--- config.mk ---
export PLATFORM = sky130hd
export DESIGN_NAME = irq_vector_dispatch
export DESIGN_NICKNAME = d
export VERILOG_FILES = /design/src/rtl/irq_vector_dispatch.sv
export SDC_FILE = /design/constraint.sdc
export NUM_CORES = 1
export LEC_CHECK = 0
export CAP_MARGIN = 20
export CORE_UTILIZATION = 53
export DETAILED_ROUTE_END_ITERATION = 8
export PLACE_DENSITY = 0.83
export REMOVE_ABC_BUFFERS = 1
export SYNTH_ARGS = -nofsm -noshare
export SYNTH_HDL_FRONTEND = slang
export SYNTH_SLANG_ARGS = --single-unit
--- constraint.sdc ---
create_clock -name clk -period 2.2 [get_ports clk]
set_input_delay 0.55 -clock clk [delete_from_list [all_inputs] [get_ports clk]]
set_output_delay 0.55 -clock clk [all_outputs]
set_load 0.05 [all_outputs]
--- src/rtl/irq_vector_dispatch.sv ---
// Registered dispatch stage after the priority interrupt encoder: glitch-filters
// the grant flags, offers a 6-bit vector over valid/ready and tracks one in-service IRQ.
module irq_vector_dispatch #(
    parameter int STABLE_CYCLES = 2,
    parameter int ACK_TIMEOUT   = 64
) (
    input  logic       clk,
    input  logic       rst_n,
    input  logic       pa,
    input  logic       pb,
    input  logic       pc,
    input  logic [3:0] chan,
    input  logic       irq_ready,
    input  logic       eoi,
    output logic       irq_valid,
    output logic [5:0] irq_vec,
    output logic       in_service,
    output logic [2:0] mask_bus,
    output logic [7:0] spurious_cnt,
    output logic [7:0] drop_cnt,
    output logic [1:0] fsm_state
);

    // Handshake: the vector transfers on any rising edge where irq_valid and
    // irq_ready are both high; irq_vec is stable while irq_valid is high.

    typedef enum logic [1:0] {IDLE, QUAL, PRESENT, SERVICE} state_t;

    localparam logic [4:0] STABLE  = 5'(STABLE_CYCLES);
    localparam logic [8:0] TIMEOUT = 9'(ACK_TIMEOUT);

    state_t     state;
    logic [5:0] cand;
    logic [3:0] cnt;
    logic [7:0] tcnt;
    logic       any;
    logic [1:0] bus;
    logic [5:0] cur;

    assign any       = pa | pb | pc;
    assign bus       = pa ? 2'd0 : (pb ? 2'd1 : 2'd2);
    assign cur       = {bus, chan};
    assign fsm_state = state;

    always_ff @(posedge clk) begin
        if (!rst_n) begin
            state        <= IDLE;
            cand         <= '0;
            cnt          <= '0;
            tcnt         <= '0;
            irq_valid    <= 1'b0;
            irq_vec      <= '0;
            in_service   <= 1'b0;
            mask_bus     <= '0;
            spurious_cnt <= '0;
            drop_cnt     <= '0;
        end else begin
            case (state)
                IDLE: begin
                    if (any) begin
                        cand <= cur;
                        if (STABLE_CYCLES == 1) begin
                            state     <= PRESENT;
                            tcnt      <= '0;
                            irq_valid <= 1'b1;
                            irq_vec   <= cur;
                        end else begin
                            cnt   <= 4'd1;
                            state <= QUAL;
                        end
                    end
                end
                QUAL: begin
                    if (!any) begin
                        state <= IDLE;
                        if (spurious_cnt != 8'hFF) spurious_cnt <= spurious_cnt + 8'd1;
                    end else if (cur != cand) begin
                        cand <= cur;
                        cnt  <= 4'd1;
                    end else if ({1'b0, cnt} + 5'd1 == STABLE) begin
                        state     <= PRESENT;
                        tcnt      <= '0;
                        irq_valid <= 1'b1;
                        irq_vec   <= cand;
                    end else begin
                        cnt <= cnt + 4'd1;
                    end
                end
                PRESENT: begin
                    // Ready wins over a timeout landing on the same edge.
                    if (irq_ready) begin
                        state      <= SERVICE;
                        irq_valid  <= 1'b0;
                        irq_vec    <= '0;
                        in_service <= 1'b1;
                        mask_bus   <= 3'(3'b001 << cand[5:4]);
                    end else if (ACK_TIMEOUT != 0 && {1'b0, tcnt} + 9'd1 == TIMEOUT) begin
                        state     <= IDLE;
                        irq_valid <= 1'b0;
                        irq_vec   <= '0;
                        if (drop_cnt != 8'hFF) drop_cnt <= drop_cnt + 8'd1;
                    end else begin
                        tcnt <= tcnt + 8'd1;
                    end
                end
                SERVICE: begin
                    if (eoi) begin
                        state      <= IDLE;
                        in_service <= 1'b0;
                        mask_bus   <= '0;
                    end
                end
                default: state <= IDLE;
            endcase
        end
    end

endmodule

# After elaboration in Yosys (flattened, before gate mapping)
# Index checks and enable logic that the tools add are counted.
# word_totals
regBits,47
in_bits,11
output_inout_bits,29
elab_cells,97
# classes
addsub,6
eq_ne,21
n_shift,1
mux,43
bitwise_logic,4
n_reduce_logical,12
# ops
cell,n
2-to-1 mux 6 bit,8
2-to-1 mux 8 bit,5
"adder 8 x 1 -> 8 bit, second input constant",3
one-hot mux 6 bit (2 select lines),2
2-to-1 mux 2 bit,9
"inequality test 2 bit, second input constant",9
2-to-1 mux 4 bit,4
"inequality test 8 bit, second input constant",2
one-hot mux 8 bit (2 select lines),1
"inequality test 3 bit, second input constant",4
AND reduction 4 bit,3
AND reduction 5 bit,2
"adder 8 x 1 -> 9 bit, second input constant",1
"equality test 9 x 7 -> 1 bit, second input constant",1
one-hot mux 2 bit (4 select lines),1
one-hot mux 4 bit (2 select lines),1
2-to-1 mux 1 bit,7
2-to-1 mux 3 bit,2
inequality test 6 bit,1
one-hot mux 3 bit (2 select lines),1
AND reduction 3 bit,2
AND reduction 6 bit,1
nonzero test 2 bit,3
"adder 4 x 1 -> 5 bit, second input constant",1
other kinds (9),13

# Logic depth before layout (Yosys ltp)
# Gate-level depths: netlist of run 1.
# depth
depth_word,6
depth_mapped,8
depth_no_buf,7

# Worst setup path before layout of run 1
# OpenSTA, ideal clock, no wires.
# synth_timing
path_kind,register to register
from,register state[0] (netlist: fsm_state[0])
to,register spurious_cnt[6]
arrival_ns,1.882
t_required_ns,2.085
slack_ns,0.203
stages_incl_launch_ff,8
n_path_buf,1
period_less_slack_ns,1.997
path_cell_list,dfxtp_1 > buf_2 > nor2b_1 > o211a_1 > and3_1 > nand4_1 > xnor2_1 > and2_1
# synth_via
elab_chain_len,2
# synth_lines
element,line_no,source
"start, declared",32,state_t state;
"start signal, assigned",47,state <= IDLE;
"start signal, assigned",63,state <= PRESENT;
"start signal, assigned",69,state <= QUAL;
equality test 2 x 1 -> 1 bit,58,case (state)
AND reduction 3 bit (no source line),n/a,
"end signal, assigned",76,if (spurious_cnt != 8'hFF) spurious_cnt <= spurious_cnt + 8'd1;
"end, declared",19,"output logic [7:0] spurious_cnt,"
# Every way passes these cells.
# A chain may end at the register's enable or synchronous reset.

# Worst setup path in the final report of run 1
# layout_timing
from,register spurious_cnt[3]
to,output port spurious_cnt[3]
# No word-level cell between the ends.

==> results of run 1 <==
logic make-up after synthesis:
family | after synthesis | share of synthesized area (%)
AOI/OAI and AO/OA | 71 | 20.1
and+or+nand+nor | 105 | 26.1
buffers and inverters | 18 | 4.69
adders and majority gates | 6 | 2.99
muxes | 11 | 4.44
DFF | 47 | 37.5
xor gates and xnor gates | 12 | 4.19
stage by stage:
stage / setup slack, ns / util, % / TNS [ns]
floorplan: 0.0364 / - / 0
global placement: -0.350 / 68.7 / -7.74
detailed placement: -0.403 / 68.7 / -8.95
CTS: 0.0150 / 72.4 / 0
global route: -0.00302 / 73.2 / -0.00302
finish: 0.0717 / 73.2 / 0
state kept, by name, summed over array words and instances (netlist names):
signal and count:
mask_bus 3, irq_valid 1, in_service 1, drop_cnt 8
tcnt 8, cnt 4, irq_vec 6, spurious_cnt 8
cand 6, fsm_state 2
layout make-up:
class	instances	area, um^2	area share, %
clock inverters	2	35.0	1.08
inverters	4	15.0	0.462
multi-input cells	205	1510	46.5
clock buffers	6	82.6	2.54
well taps	52	65.1	2.00
flip-flops and latches	47	941	28.9
repair buffers	68	603	18.5
placed cells by master (no fill, tap or decap), drive strengths merged, types with 3 or more instances in the layout:
cell,instances
nor2b,5
clkbuf,7
and3,7
nor4b,4
buf,31
o211ai,3
clkdlybuf4s50,31
xnor2,3
a32o,8
and2,5
nor3,5
a21oi,21
xor2,9
nand4,9
ha,6
mux2i,10
dfxtp,47
o31ai,4
nand2,15
nor2,24
dlygate4sd2,3
o21a,4
o21ai,14
or3,6
inv,4
nand2b,4
nand3,10
metal layers:
| layer | routed length (um) | up-vias |
|---|---|---|
| met5 | 0 | - |
| met4 | 118 | 0 |
| met3 | 360 | 10 |
| met2 | 2990 | 74 |
| met1 | 2560 | 1130 |
| li1 | - | 1123 |
power breakdown:
group / total [mW] / switching [mW] / internal, mW
registers: 0.885 / 0.0189 / 0.866
logic: 0.232 / 0.137 / 0.0951
clock network: 0.656 / 0.288 / 0.368
total: 1.77 / 0.444 / 1.33
worst max path at each step:
stage                          from              end  slack (ns)  cells after the start
detailed placement               pb       irq_vec[4]       -0.40                      7
finish              spurious_cnt[3]  spurious_cnt[3]        0.07                      1
global route                chan[3]          tcnt[2]      -0.003                      8
CTS                         chan[2]           cnt[3]        0.01                      8
global placement                 pb           cnt[3]       -0.35                      7
floorplan                        pb          cand[0]        0.04                      6
timing repair:
item | in CTS | in global routing
gates resized for setup | 10 | 9
pin swaps | 4 | 11
buffers inserted | 3 | 2
endpoints found under the setup margin | 15 | 23
==> metrics.md, run 1 <==
| Metric | Value |
|---|---|
| Ranking of synthesized cells by area | dfxtp_1 (37%), a21oi_1 (4.0%), mux2i_1 (4.0%) |
| Grt peak-use layer | met2 |
| Reg2reg end | tcnt[2] |
| Power Density | 545 mW/mm^2 |
| Max-cap check violation count | 0 |
| Ports | 40 |
| Initial antenna violation count | 0 |
| Max Buffers Root-to-Sink | 2 |
| Root cell of the clock tree | clkbuf_8 |
| Maximum clock frequency | 470 MHz |
| GPL Wtd Cong | 0.828 |
| Worst-margin pin slew | 0.521 ns |
| Reg-to-Reg Start | cand[2] |
| Core region area | 0.00444 mm^2 |
| DR pass1 iterations | 7 |
| Pin count of the biggest net entering global routing | 20 |
| Setup slack, reg-to-reg | 0.17 ns |
| Routed wire length | 6040 um |
| Hold Path Class | register to register |
| CP max FO | 6 |
| Die outline width | 70.8 um |
| Critical path class | register to output port |
| Fin area | 0.00325 mm^2 |
| Yosys cell types | 60 |
| Most common cell in the netlist | dfxtp_1 |
| Worst hold start | mask_bus[1] |
| Finished Layout Cells | 384 |
| Fill cell count | 311 |
| Critical path cell sequence | clkdlybuf4s50_1 |
| Setup violations, final | 0 |
| Lkg Pwr | 1.28 nW |
| Final worst path period need | 2.13 ns |
| Clk_skew | 0.00499 ns |
| Clk_lat worst skew | 0.30 ns |
| Mean Syn Cell Area | 9.30 um^2 |
| # hold bufs at CTS | 0 |
| Slew margin rel. | 65.2% |
| Met3 usage | 5.56% |
| Asr flop ratio synth | 0% |
| Final #Nets | 348 |
| Total number of vias | 2337 |
| # clock sinks | 47 |
| Drt wl/cell | 15.7 um |
| Mapped Cells | 270 |
| Fin. max-slew vios | 0 |
| CP Capture Type | output port |
| Sequential share of the synthesized area | 37.5% |
| # DRC | 0 |
| First-pass GRT wire length | 9980 um |
| WHS Path Cells | 2 |
| Rows | 24 |
| Die ar. | 0.00501 mm^2 |
| CP max stage cell | clkdlybuf4s50_1 |
| WHS Endpoint | mask_bus[1] |
| Number of vias per cell | 6.09 |
| Met2 track demand over resource | 42.9% |
| Status | finished clean |
| Top_reg_cell synth | dfxtp_1 |
| Worst reg-to-reg path cell count | 7 |
| CP arrival | 1.58 ns |
| Number of buffers created by CTS | 5 |
| Flops & latches, synth | 47 |
| Tot Pwr | 1.77 mW |
| Final hold viol count | 0 |
| H-tree Lvls | 2 |
| GRT Total Usage | 25.0% |
| Mapped Area | 0.00251 mm^2 |
| Buffers & Inverters on Critical Path | 1 |
| IO Port Bufs | 39 |
| Placed cell count | 373 |
| Slowest Stage Delay on Critical Path | 0.84 ns |
| Chip height | 70.8 um |
| Clock Pin Slew Worst Setup and Hold Paths | 0.08 ns |
| CTS tree | done |
| Yosys warns | 0 |
| DP HPWL | 4110 um |
| Worst setup SP type | register |
| Crit share post-route | 96.7% |
| Antenna viol nets, final | 0 |
| Post-synth top cells | dfxtp_1 (47), nor2_1 (24), a21oi_1 (20), nand2_1 (15), o21ai_0 (11) |
| Synth top area share | 37.5% |
| VDD IR max | 418 uV |
| Layout cells sized above 1 | 19.9% |
| Antenna cells | 0 |
| Initial Util | 56.5% |
| Delay-heaviest family, CP | buffers and inverters |
| Hold_ws | 0.463 ns |
| Cell taking the most area after synthesis | dfxtp_1 |
| Area after DPL | 0.00305 mm^2 |
| Met1 Usage GRT | 31.2% |
| Gr ovfl total | 0 |
| Post-synth EDFFs | 0 |
| Vias in the first global route | 2135 |
| Violation count after the first detailed-route iteration | 209 |
| CP required | 1.65 ns |
| Area Overhead vs Synth | 29.6% |
Power figures use the tool's default switching activity.
==> run 2: changes to the inputs <==
Settings changed: CAP_MARGIN 20 to unset.
==> results of run 2 <==
The final DEF is identical to that of run 1; final timing and power are the same.
==> run 3: changes to the inputs <==
==> constraint.sdc (replaced) <==
create_clock -name clk -period 2.2 [get_ports clk]
set_input_delay 0.22 -clock clk [delete_from_list [all_inputs] [get_ports clk]]
set_output_delay 0.22 -clock clk [all_outputs]
set_load 0.05 [all_outputs]
==> run 3 against run 2 <==
  * Wire length is 11% lower
  * Maximum frequency is 1.3% higher
  * Final area is 4.4% lower
  * Total power is 1.1% lower
  * Clock-buffer cell count stayed put
  * Die area stayed put
  * Cell count is 3.6% lower
  * Global-route usage is 2.4 points lower
  * Register-to-register slack worse by 0.07 ns
  * Clock skew hardly changed
  * Critical path type is now register to register
  * Critical endpoint is now irq_vec[3]
  * Largest power group unchanged
==> metrics.md, run 3 (synthesis results as in run 1) <==
| Metric | Value |
|---|---|
| Status | finished clean (unchanged) |
| VDD IR max | 481 uV (was 418 uV) |
| Antenna cells | 0 (unchanged) |
| Hold Path Class | register to register (unchanged) |
| Pin count of the biggest net entering global routing | 26 (was 20) |
| Fin. max-slew vios | 0 (unchanged) |
| # clock sinks | 47 (unchanged) |
| Clock Pin Slew Worst Setup and Hold Paths | 0.09 ns (was 0.08 ns) |
| First-pass GRT wire length | 9090 um (was 9980 um) |
| Gr ovfl total | 0 (unchanged) |
| Most frequent cells in the layout | dfxtp_1 (47), clkdlybuf4s50_1 (39), nor2_1 (24) (was dfxtp_1 (47), clkdlybuf4s50_1 (31), buf_4 (30)) |
| Max Buffers Root-to-Sink | 2 (unchanged) |
| Total number of vias | 2173 (was 2337) |
| Final hold viol count | 0 (unchanged) |
| Vias in the first global route | 1972 (was 2135) |
| H-tree Lvls | 2 (unchanged) |
| Worst-margin pin slew | 0.534 ns (was 0.521 ns) |
| Clk_skew | 0.00505 ns (was 0.00499 ns) |
| Area Overhead vs Synth | 23.9% (was 29.6%) |
| Critical path class | register to register (was register to output port) |
| Final #Nets | 334 (was 348) |
| Power Density | 564 mW/mm^2 (was 545 mW/mm^2) |
| Lkg Pwr | 1.17 nW (was 1.28 nW) |
| Violation count after the first detailed-route iteration | 147 (was 209) |
| CP Capture Type | register (was output port) |
| IO Port Bufs | 39 (unchanged) |
| Worst setup SP type | register (unchanged) |
| Fin area | 0.00311 mm^2 (was 0.00325 mm^2) |
| Maximum clock frequency | 476 MHz (was 470 MHz) |
| Crit share post-route | 95.5% (was 96.7%) |
| Antenna viol nets, final | 0 (unchanged) |
| Die ar. | 0.00501 mm^2 (unchanged) |
| Initial Util | 56.5% (unchanged) |
| Number of vias per cell | 5.87 (was 6.09) |
| Critical path launch point | tcnt[0] (was spurious_cnt[3]) |
| Rows | 24 (unchanged) |
| CTS tree | done (unchanged) |
| Final worst path period need | 2.10 ns (was 2.13 ns) |
| Max-cap check violation count | 0 (unchanged) |
| CP required | 2.39 ns (was 1.65 ns) |
| Die outline width | 70.8 um (unchanged) |
| Reg-to-Reg Start | tcnt[0] (was cand[2]) |
| Initial antenna violation count | 0 (unchanged) |
| Routed wire length | 5340 um (was 6040 um) |
| # DRC | 0 (unchanged) |
| CP max FO | 12 (was 6) |
| Ports | 40 (unchanged) |
| RSZ-0062 raised after global routing | true |
| Setup violations, final | 0 (unchanged) |
| DP HPWL | 3840 um (was 4110 um) |
| Tot Pwr | 1.75 mW (was 1.77 mW) |
| Root cell of the clock tree | clkbuf_8 (unchanged) |
| Core region area | 0.00444 mm^2 (unchanged) |
| Worst hold start | mask_bus[0] (was mask_bus[1]) |
| DR pass1 iterations | 6 (was 7) |
| Fill cell count | 351 (was 311) |
| Area after DPL | 0.00297 mm^2 (was 0.00305 mm^2) |
| Commonest non-fill, non-tap cell in the layout | dfxtp_1 (unchanged) |
| Drt wl/cell | 14.4 um (was 15.7 um) |
| Number of buffers created by CTS | 5 (unchanged) |
| Layout cells sized above 1 | 14.8% (was 19.9%) |
| Clk_lat worst skew | 0.30 ns (about the same) |
| GPL Wtd Cong | 0.814 (was 0.828) |
| # hold bufs at CTS | 0 (unchanged) |
| Chip height | 70.8 um (unchanged) |
| Largest regs | drop_cnt: 8 flops, spurious_cnt: 8 flops, tcnt: 8 flops (unchanged) |
| GRT Total Usage | 22.6% (was 25.0%) |
| Slew margin rel. | 64.3% (was 65.2%) |
| CP arrival | 2.29 ns (was 1.58 ns) |
==> run 3: cell type report <==
type                    count  area, um^2  area share, %
repair buffers             54         503           16.2
inverters                   4        15.0          0.483
clock buffers               6        82.6           2.65
well taps                  52        65.1           2.09
clock inverters             2        38.8           1.25
flip-flops and latches     47         941           30.2
multi-input cells         205        1470           47.1
==> run 3: path summary, 6_finish.rpt <==
check                      to  slack [ns]  cells past startpoint
setup / recovery   irq_vec[3]         0.1                      7
hold reg to reg   mask_bus[0]        0.46                      2
setup reg to reg   irq_vec[3]         0.1                      7
hold / removal    mask_bus[0]        0.46                      2
==> run 3: critical path, cell delays in order, from the launching register on <==
cell and delay [ns]:
dfxtp_1 0.35, ha_2 0.24, and3_1 0.22, o21ai_1 0.13, nor3_4 0.34, a21oi_4 0.16
o21bai_2 0.28, a32o_1 0.28
==> run 3: timing repair <==
| item | in CTS | in global routing |
|---|---|---|
| endpoints found under the setup margin | 0 | 12 |
| resized for setup | 0 | 3 |
| setup buffers | 0 | 1 |
==> run 3: power by group <==
| part | switching, mW | internal (mW) | total, mW | leakage, nW |
|---|---|---|---|---|
| combinational | 0.123 | 0.0831 | 0.206 | 0.728 |
| clock | 0.292 | 0.374 | 0.665 | 0.0618 |
| sequential | 0.0163 | 0.866 | 0.883 | 0.381 |
==> run 3: per-stage QoR <==
step	util (%)	setup WS (ns)	instances	hold WS [ns]	setup TNS [ns]
after CTS	69.5	0.0615	369	0.466	0
after detailed placement	66.8	-0.130	361	0.452	-0.564
after global placement	66.8	-0.0401	361	0.441	-0.0523
after global routing	70.0	-0.0168	370	0.479	-0.0181
final	70.0	0.0989	370	0.464	0
after floorplan	-	0.0516	256	0.337	0
==> run 3: routing by layer <==
metal	routed length (um)	vias to the layer above	GRT usage (%)
li1	-	1095	-
met1	2590	1030	32.2
met2	2490	37	34.4
met3	170	11	3.85
met4	97	0	8.67
met5	0	-	0
